[src/rtl/mem_access_stage_pkg.sv]
// Shared definitions for the MEM stage: memory opcodes, FSM states and the
// decoded access descriptor used by the top and by load_extend.
package mem_access_stage_pkg;

   localparam logic [5:0] OP_LB  = 6'h20;
   localparam logic [5:0] OP_LH  = 6'h21;
   localparam logic [5:0] OP_LW  = 6'h23;
   localparam logic [5:0] OP_LBU = 6'h24;
   localparam logic [5:0] OP_LHU = 6'h25;
   localparam logic [5:0] OP_SB  = 6'h28;
   localparam logic [5:0] OP_SH  = 6'h29;
   localparam logic [5:0] OP_SW  = 6'h2B;

   typedef enum logic [1:0] {
      IDLE = 2'd0,
      REQ  = 2'd1,
      DONE = 2'd2
   } state_e;

   typedef enum logic [1:0] {
      SZ_BYTE = 2'd0,
      SZ_HALF = 2'd1,
      SZ_WORD = 2'd2
   } size_e;

   typedef struct packed {
      logic  is_mem;
      logic  is_store;
      size_e size;
   } mem_op_t;

   function automatic mem_op_t decode_op(input logic [5:0] opcode);
      mem_op_t d;
      d = '{is_mem: 1'b0, is_store: 1'b0, size: SZ_WORD};
      case (opcode)
         OP_LW:         d = '{is_mem: 1'b1, is_store: 1'b0, size: SZ_WORD};
         OP_LB, OP_LBU: d = '{is_mem: 1'b1, is_store: 1'b0, size: SZ_BYTE};
         OP_LH, OP_LHU: d = '{is_mem: 1'b1, is_store: 1'b0, size: SZ_HALF};
         OP_SW:         d = '{is_mem: 1'b1, is_store: 1'b1, size: SZ_WORD};
         OP_SB:         d = '{is_mem: 1'b1, is_store: 1'b1, size: SZ_BYTE};
         OP_SH:         d = '{is_mem: 1'b1, is_store: 1'b1, size: SZ_HALF};
         default:       d = '{is_mem: 1'b0, is_store: 1'b0, size: SZ_WORD};
      endcase
      return d;
   endfunction

   // Bytes never misalign; halves need a[0]==0, words need a[1:0]==0.
   function automatic logic is_misaligned(input mem_op_t d, input logic [1:0] a);
      return ((d.size == SZ_HALF) && a[0]) || ((d.size == SZ_WORD) && (a != 2'b00));
   endfunction

endpackage

[src/rtl/load_extend.sv]
// Selects the addressed byte/half lane of a 32-bit read word and sign- or
// zero-extends it according to the load opcode. Purely combinational.
module load_extend
   import mem_access_stage_pkg::*;
(
   input  logic [5:0]  opcode,
   input  logic [1:0]  addr_lo,
   input  logic [31:0] rdata,
   output logic [31:0] result
);

   logic [7:0]  byte_lane;
   logic [15:0] half_lane;

   always_comb begin
      // NOTE: every output gets a default before the case so no path can infer a latch.
      result    = rdata;
      byte_lane = rdata[{addr_lo, 3'b000} +: 8];
      half_lane = addr_lo[1] ? rdata[31:16] : rdata[15:0];
      case (opcode)
         OP_LB:   result = {{24{byte_lane[7]}}, byte_lane};
         OP_LBU:  result = {24'h0, byte_lane};
         OP_LH:   result = {{16{half_lane[15]}}, half_lane};
         OP_LHU:  result = {16'h0, half_lane};
         default: result = rdata;
      endcase
   end

endmodule

[src/rtl/mem_access_stage.sv]
// MEM pipeline stage: ALU pass-through plus a req/ack data-memory FSM with
// timeout. Optional misalignment trapping is enabled by defining MEM_ALIGN_CHK_EN.
module mem_access_stage
   import mem_access_stage_pkg::*;
#(
   parameter int DADDR_W        = 32,
   parameter int TIMEOUT_CYCLES = 16
) (
   input  logic               clk_i,
   input  logic               rst_n,
   input  logic [31:0]        instr_i,
   input  logic [31:0]        alu_res_i,
   input  logic [31:0]        rt_data_i,
   input  logic               RegWrite_i,
   output logic [31:0]        MEM_res_o,
   output logic               RegWrite_o,
   output logic               stall_o,
   output logic               dmem_req_o,
   output logic               dmem_we_o,
   output logic [DADDR_W-1:0] dmem_addr_o,
   output logic [3:0]         dmem_be_o,
   output logic [31:0]        dmem_wdata_o,
   input  logic [31:0]        dmem_rdata_i,
   input  logic               dmem_ack_i,
   output logic               bus_err_o,
   output logic               align_err_o
);

   localparam int CNT_W = $clog2(TIMEOUT_CYCLES + 1);

   state_e           state_q, state_d;
   logic [CNT_W-1:0] cnt_q;
   logic [31:0]      rdata_q;
   logic             bus_err_q;
   logic             align_err_q;
   mem_op_t          op;
   logic             misaligned;
   logic             timeout;
   logic [31:0]      load_res;
   logic [3:0]       be_w;
   logic [31:0]      wdata_w;
   logic             unused_instr;

   assign op           = decode_op(instr_i[31:26]);
   assign timeout      = (cnt_q == CNT_W'(TIMEOUT_CYCLES - 1));
   assign unused_instr = ^instr_i[25:0];

`ifdef MEM_ALIGN_CHK_EN
   assign misaligned = op.is_mem & is_misaligned(op, alu_res_i[1:0]);
`else
   assign misaligned = 1'b0;
`endif

   load_extend u_load_extend (
      .opcode  (instr_i[31:26]),
      .addr_lo (alu_res_i[1:0]),
      .rdata   (rdata_q),
      .result  (load_res)
   );

   always_comb begin
      state_d = state_q;
      case (state_q)
         IDLE:    if (op.is_mem) state_d = misaligned ? DONE : REQ;
         REQ:     if (dmem_ack_i || timeout) state_d = DONE;
         DONE:    state_d = IDLE;
         default: state_d = IDLE;
      endcase
   end

   // NOTE: rdata_q is an ordinary flop and is reset with the FSM; only real RAM arrays may skip reset.
   always_ff @(posedge clk_i or negedge rst_n) begin
      if (!rst_n) begin
         state_q     <= IDLE;
         cnt_q       <= '0;
         rdata_q     <= '0;
         bus_err_q   <= 1'b0;
         align_err_q <= 1'b0;
      end else begin
         // NOTE: non-blocking assignments so every flop samples pre-edge values.
         state_q <= state_d;
         case (state_q)
            IDLE: begin
               cnt_q       <= '0;
               bus_err_q   <= 1'b0;
               align_err_q <= misaligned;
            end
            REQ: begin
               cnt_q <= cnt_q + CNT_W'(1);
               if (dmem_ack_i)   rdata_q   <= dmem_rdata_i;
               else if (timeout) bus_err_q <= 1'b1;
            end
            default: ;
         endcase
      end
   end

   // Store lanes: data replicated across the word, enables pick the addressed lane.
   always_comb begin
      be_w    = 4'b1111;
      wdata_w = rt_data_i;
      case (op.size)
         SZ_BYTE: begin
            be_w    = 4'b0001 << alu_res_i[1:0];
            wdata_w = {4{rt_data_i[7:0]}};
         end
         SZ_HALF: begin
            be_w    = alu_res_i[1] ? 4'b1100 : 4'b0011;
            wdata_w = {2{rt_data_i[15:0]}};
         end
         default: ;
      endcase
      if (!op.is_store) be_w = 4'b1111;
   end

   always_comb begin
      MEM_res_o    = alu_res_i;
      RegWrite_o   = 1'b0;
      stall_o      = 1'b0;
      dmem_req_o   = 1'b0;
      dmem_we_o    = 1'b0;
      dmem_addr_o  = '0;
      dmem_be_o    = '0;
      dmem_wdata_o = '0;
      bus_err_o    = 1'b0;
      align_err_o  = 1'b0;
      case (state_q)
         IDLE: begin
            stall_o    = op.is_mem;
            RegWrite_o = RegWrite_i & ~op.is_mem;
         end
         REQ: begin
            stall_o      = 1'b1;
            dmem_req_o   = 1'b1;
            dmem_we_o    = op.is_store;
            dmem_addr_o  = {alu_res_i[DADDR_W-1:2], 2'b00};
            dmem_be_o    = be_w;
            dmem_wdata_o = op.is_store ? wdata_w : 32'h0;
         end
         DONE: begin
            MEM_res_o   = op.is_store ? alu_res_i : load_res;
            RegWrite_o  = RegWrite_i & ~(bus_err_q | align_err_q);
            bus_err_o   = bus_err_q;
            align_err_o = align_err_q;
         end
         default: ;
      endcase
   end

endmodule

[config.mk]
export PLATFORM = sky130hd
export DESIGN_NAME = mem_access_stage
export DESIGN_NICKNAME = d
export VERILOG_FILES = /design/src/rtl/mem_access_stage_pkg.sv /design/src/rtl/load_extend.sv /design/src/rtl/mem_access_stage.sv
export SDC_FILE = /design/constraint.sdc
export NUM_CORES = 1
export LEC_CHECK = 0
export BUFFER_PORTS_ARGS = -buffer_cell sky130_fd_sc_hd__buf_2
export CORE_AREA = 2 2 94 96
export CTS_BUF_LIST = sky130_fd_sc_hd__clkbuf_2
export DETAILED_ROUTE_END_ITERATION = 10
export DIE_AREA = 0 0 96 98
export GPL_TIMING_DRIVEN = 0
export PLACE_DENSITY_LB_ADDON = 0.2
export SYNTH_ARGS = -nofsm -noshare
export SYNTH_HDL_FRONTEND = slang
export SYNTH_SLANG_ARGS = --single-unit
export TNS_END_PERCENT = 20
[constraint.sdc]
create_clock -name clk_i -period 4.15 [get_ports clk_i]
set_clock_uncertainty 0.2 [all_clocks]
set_input_delay 0.415 -clock clk_i [delete_from_list [all_inputs] [get_ports clk_i]]
set_output_delay 0.415 -clock clk_i [all_outputs]
set_load 0.05 [all_outputs]
## Yosys cells after proc, flatten, opt, wreduce, memory -nomap -nowiden

Cells that the tools add are included.

| storage, ports and cells | value |
|---|---|
| output and inout port bits | 106 |
| register bits after elaboration | 40 |
| input bits | 132 |
| logic and storage cells | 61 |

| operators by class | value |
|---|---|
| $add $sub $neg | 1 |
| bitwise logic cells | 4 |
| reduce and logical (&&, ||, !) cells | 9 |
| equal/unequal tests | 16 |
| multiplexer cells | 25 |
| shifts and indexed selects | 2 |

Operators with widths:

| kind | number |
|---|---|
| $mux 32 | 5 |
| $pmux 32 s4 | 1 |
| $pmux 32 s2 | 1 |
| $eq 6x6->1 const B | 8 |
| $shiftx 32x6->8 | 1 |
| $pmux 4 s6 | 1 |
| $mux 16 | 1 |
| $mux 4 | 3 |
| $pmux 5 s2 | 1 |
| $ne 2x2->1 const B | 4 |
| $pmux 4 s2 | 1 |
| $pmux 1 s2 | 3 |
| $add 5x1->5 const B | 1 |
| $eq 5x4->1 const B | 1 |
| $mux 1 | 5 |
| $eq 2x1->1 const B | 2 |
| $logic_not 2->1 | 2 |
| $mux 2 | 2 |
| $pmux 2 s2 | 1 |
| $reduce_and 2->1 | 2 |
| $reduce_or 2->1 | 2 |
| $shl 1x2->4 const A | 1 |
| $reduce_and 3->1 | 1 |
| $and 1x1->1 | 2 |
| 4 further kinds | 5 |

## Depth between registers and ports, before layout

| logic depth | value |
|---|---|
| word-level depth | 7 |
| mapped depth | 7 |
| mapped depth without buffers | 6 |

## By module

A second synthesis with hierarchy kept.

| unflattened totals | value |
|---|---|
| cell total of the unflattened synthesis | 388 |
| area total of the unflattened synthesis | 3545.9 sq um |

By module, submodules not included:

| module | sequential area each (sq um) | cells each | area each (sq um) | instances |
|---|---|---|---|---|
| mem_access_stage | 1001.0 | 291 | 2894.0 | 1 |
| load_extend | 0.0 | 97 | 651.9 | 1 |

## Worst setup path after synthesis

OpenSTA, ideal clock, no wires.

| path | value |
|---|---|
| kind | input-to-output |
| from | input port instr_i[30] |
| to | output port dmem_wdata_o[27] |
| arrival time | 2.667 ns |
| data required time | 3.535 ns |
| buffers on the path | 3 |
| stages on the path | 6 |
| path slack | 0.868 ns |
| cells stage by stage | nand2b_1 -> buf_2 -> or4_1 -> clkbuf_1 -> buf_2 -> a211oi_1 |

| between the ends | value |
|---|---|
| longest elaborated chain between the ends | 7 |
| elaborated cells between the ends (all ways) | 16 |
| those cells by class | eq/ne: 9; mux: 4; reduce/logical: 3 |

Ends and longest elaborated chain:

| element | line | text |
|---|---|---|
| start, declared | mem_access_stage.sv:11 | `input logic [31:0] instr_i,` |
| $eq 6x6->1 | mem_access_stage_pkg.sv:35 | `case (opcode)` |
| $reduce_or 2->1 | mem_access_stage_pkg.sv:35 |  |
| $pmux 4 s6 (*) | mem_access_stage_pkg.sv:35 |  |
| $eq 2x1->1 or $logic_not 2->1 (tied branches) | mem_access_stage.sv:102 | `case (op.size)` |
| $pmux 32 s2 | mem_access_stage.sv:102 |  |
| $mux 32 (*) | mem_access_stage.sv:138 | `dmem_wdata_o = op.is_store ? wdata_w : 32'h0;` |
| $mux 32 (*) | mem_access_stage.sv:127 | `case (state_q)` |
| end, declared | mem_access_stage.sv:22 | `output logic [31:0] dmem_wdata_o,` |

Mark *: on every way between the ends. The rest lies on a longest branch, timed or not.

## Final worst setup path

| path | value |
|---|---|
| from | register state_q[0] |
| to | output port MEM_res_o[29] |

| between the ends | value |
|---|---|
| longest elaborated chain between the ends | 2 |

Ends and longest elaborated chain:

| element | line | text |
|---|---|---|
| start, declared | mem_access_stage.sv:31 | `state_e state_q, state_d;` |
| start signal, assigned | mem_access_stage.sv:81 | `state_q <= state_d;` |
| $eq 2x2->1 | mem_access_stage.sv:127 |  |
| $mux 32 | mem_access_stage.sv:127 |  |
| end, declared | mem_access_stage.sv:15 | `output logic [31:0] MEM_res_o,` |

No other way between the ends.

==> impl_metrics.toml <==
[die]
row_count = 34
die_y_um = 98
core_area_um2 = 8470
die_x_um = 96
initial_core_util_pct = 39.1
io_pins = 238
die_area_um2 = 9410

[worst_setup_path]
ff2ff_setup_slack_ps = 1980
cp-end-kind = "primary output"
crit_path_start_kind = "flip-flop"
timing.rr.start = "state_q[0]"
cp.required_ps = 3530
reg2reg_depth = 7
path_class = "flip-flop to primary output"
worstPathMaxFanout = 10
rr_endpoint = "rdata_q[30]"
cp_data_arrival_time_ps = 2740

[global_routing]
grt_pass1_vias = 3682
grt_antenna_before_repair = 0
grt-ovfl-total = 0
grt_max_degree = 41
grt.total_usage_pct = 24.4
grt_pass1_wl_mm = 18.3

[sta]
maxSlewViolCount = 0
setup-violations-final = 0
setup_slack_ps = 794
relSlewSlack_pct = 40.0
setup_tns_ps = 0
clock.fmax_mhz = 298
final.min_clock_period_ps = 3360
grt_setup_unrepaired = "false"
whs_ps = 33.1
worstMarginPinSlew_ps = 901
hold_viol = 0
fin_crit_sh_pct = 80.9

[logic_synthesis]
ys_ff_latch = 40
synth_common_cells = "64 x nand2_1, 47 x mux2_2, 47 x nor2_1"
synth-main-ff-cell = "dfrtp_1"
yosys_warnings = 0
ys_types = 36
synth_edf_count = 0
synth_most_common_cell = "nand2_1"
netlist_area_um2 = 3310
synth_top_area_share_pct = 30.2
ys_seq_area_share_pct = 30.2
async_flop_share_pct = 100
synth_area_leaders = "dfrtp_1 30%, mux2_2 16%, and2_1 7.4%"
syn_inst = 423
synth_area_per_cell_um2 = 7.83
yosys.area.top_type = "dfrtp_1"

[detailed_routing]
firstDrtPassIters = 4
wl_per_cell_um = 15.7
ant_nets = 0
finalWirelength_mm = 11.8
routed_via_density = 5.18
via_count = 3914
drt_iter0_markers = 166
drcViolationCount = 0

[cells_and_area]
insertedDiodeCount = 0
area.growth.synth_to_final_pct = 41.3
design_area_um2 = 4680
final_util_pct = 55.3
layout-drive-gt1-share_pct = 43.3
n_fill_cell = 853
final_nets = 780

[placement]
gp_congestion = 0.887
dp_hpwl_mm = 9.53
preCtsSetupSlack_ps = 963
io_buffers = 206
placed_area_um2 = 4490

[power_and_ir_drop]
cellPowerDensity_nw_per_um2 = 373
p_leak_nw = 2.50
vdd_drop_max_mv = 0.228

[cts]
clockBufferDepth = 2
insertion_delay_ps = 390
htree_levels = 2
root_buffer = "clkbuf_2"
cts.sinks = 40
clk_pin_slew_ps = 220
numCtsBuffers = 5
cts_tree = "done"

[worst_hold_path]
hold_path.class = "input pin to flip-flop"
hold_depth = 2
whs_endpoint = "rdata_q[4]"
min-delay-start = "dmem_rdata_i[4]"

[run]
cap_viol_max_count = 0

[status]
outcome = "complete, no violations"
-- cell type report --
type	count	area [um2]	area share, %
buffer	36	164	3.50
timing repair buffer	214	1110	23.7
inverter	7	26.3	0.561
clock inverter	3	90.1	1.92
tap	108	135	2.89
multi-input combinational	342	2130	45.5
sequential	40	1000	21.4
clock buffer	5	25.0	0.535
-- through the flow --
step,cells,power [W]
after floorplan,425,0.00115
after global placement,739,0.00137
after detailed placement,739,0.00139
after CTS,748,0.00174
after global routing,755,0.00185
final,755,0.00175
-- cells by family after synthesis --
logic type / Yosys count / synth area share, %
buf+inv: 43 / 5.74
simple gates: 174 / 24.8
other cells: 1 / 0.113
mux: 61 / 20.2
flops: 40 / 30.2
compound gates: 102 / 18.2
fa+ha+maj: 2 / 0.755
-- worst max-delay path by stage --
stage                            from               end  slack, ps  cells past startpoint
after global routing       state_q[0]     MEM_res_o[29]        560                      8
after global placement    instr_i[30]     MEM_res_o[20]        980                      8
after CTS                  state_q[0]     MEM_res_o[29]        770                      8
after detailed placement  instr_i[30]     MEM_res_o[24]        960                      8
final                      state_q[0]     MEM_res_o[29]        790                      8
after floorplan           instr_i[30]  dmem_wdata_o[27]        870                      6
-- report_power, final --
group | switching, W | internal, W
clock | 0.000136 | 0.000222
sequential | 0.000126 | 0.000506
combinational | 0.000453 | 0.000303
-- metal layers --
layer / wire, um / GRT usage [%]
met2: 5830 / 41.4
met5: 0 / 0
met4: 123 / 4.51
met3: 826 / 3.94
met1: 5060 / 32.9
-- registers in the layout, summed over array words and instances, names as in the netlist --
signal and flops:
rdata_q 32, bus_err_q 1, state_q 2, cnt_q 5
-- cell usage in the layout (no fill, tap or decap), drive strengths merged, types with 4 or more instances in the layout --
cell type	n
o22ai	9
a221oi	8
dfrtp	40
nor2	47
nor3	4
buf	225
mux2	47
o21ai	29
and2	39
mux2i	14
inv	7
a21oi	39
nand2	64
dlygate4sd3	8
nand2b	7
clkbuf	22
a211oi	9
-- repair_timing --
| action | in CTS | in global routing |
|---|---|---|
| gates resized for setup | 0 | 0 |
| hold buffers | 1 | 7 |
| setup buffers | 0 | 0 |
| hold endpoints to repair | 40 | 7 |
-- worst max-delay path, cell delays in order, from the launching register on --
cell	delay, ps
dfrtp_1	410
buf_4	160
nor2b_1	290
o31a_1	280
buf_2	250
buf_1	420
nor2_1	110
a21oi_1	150
buf_2	280
No activity file was read; power rests on OpenSTA's default activity.
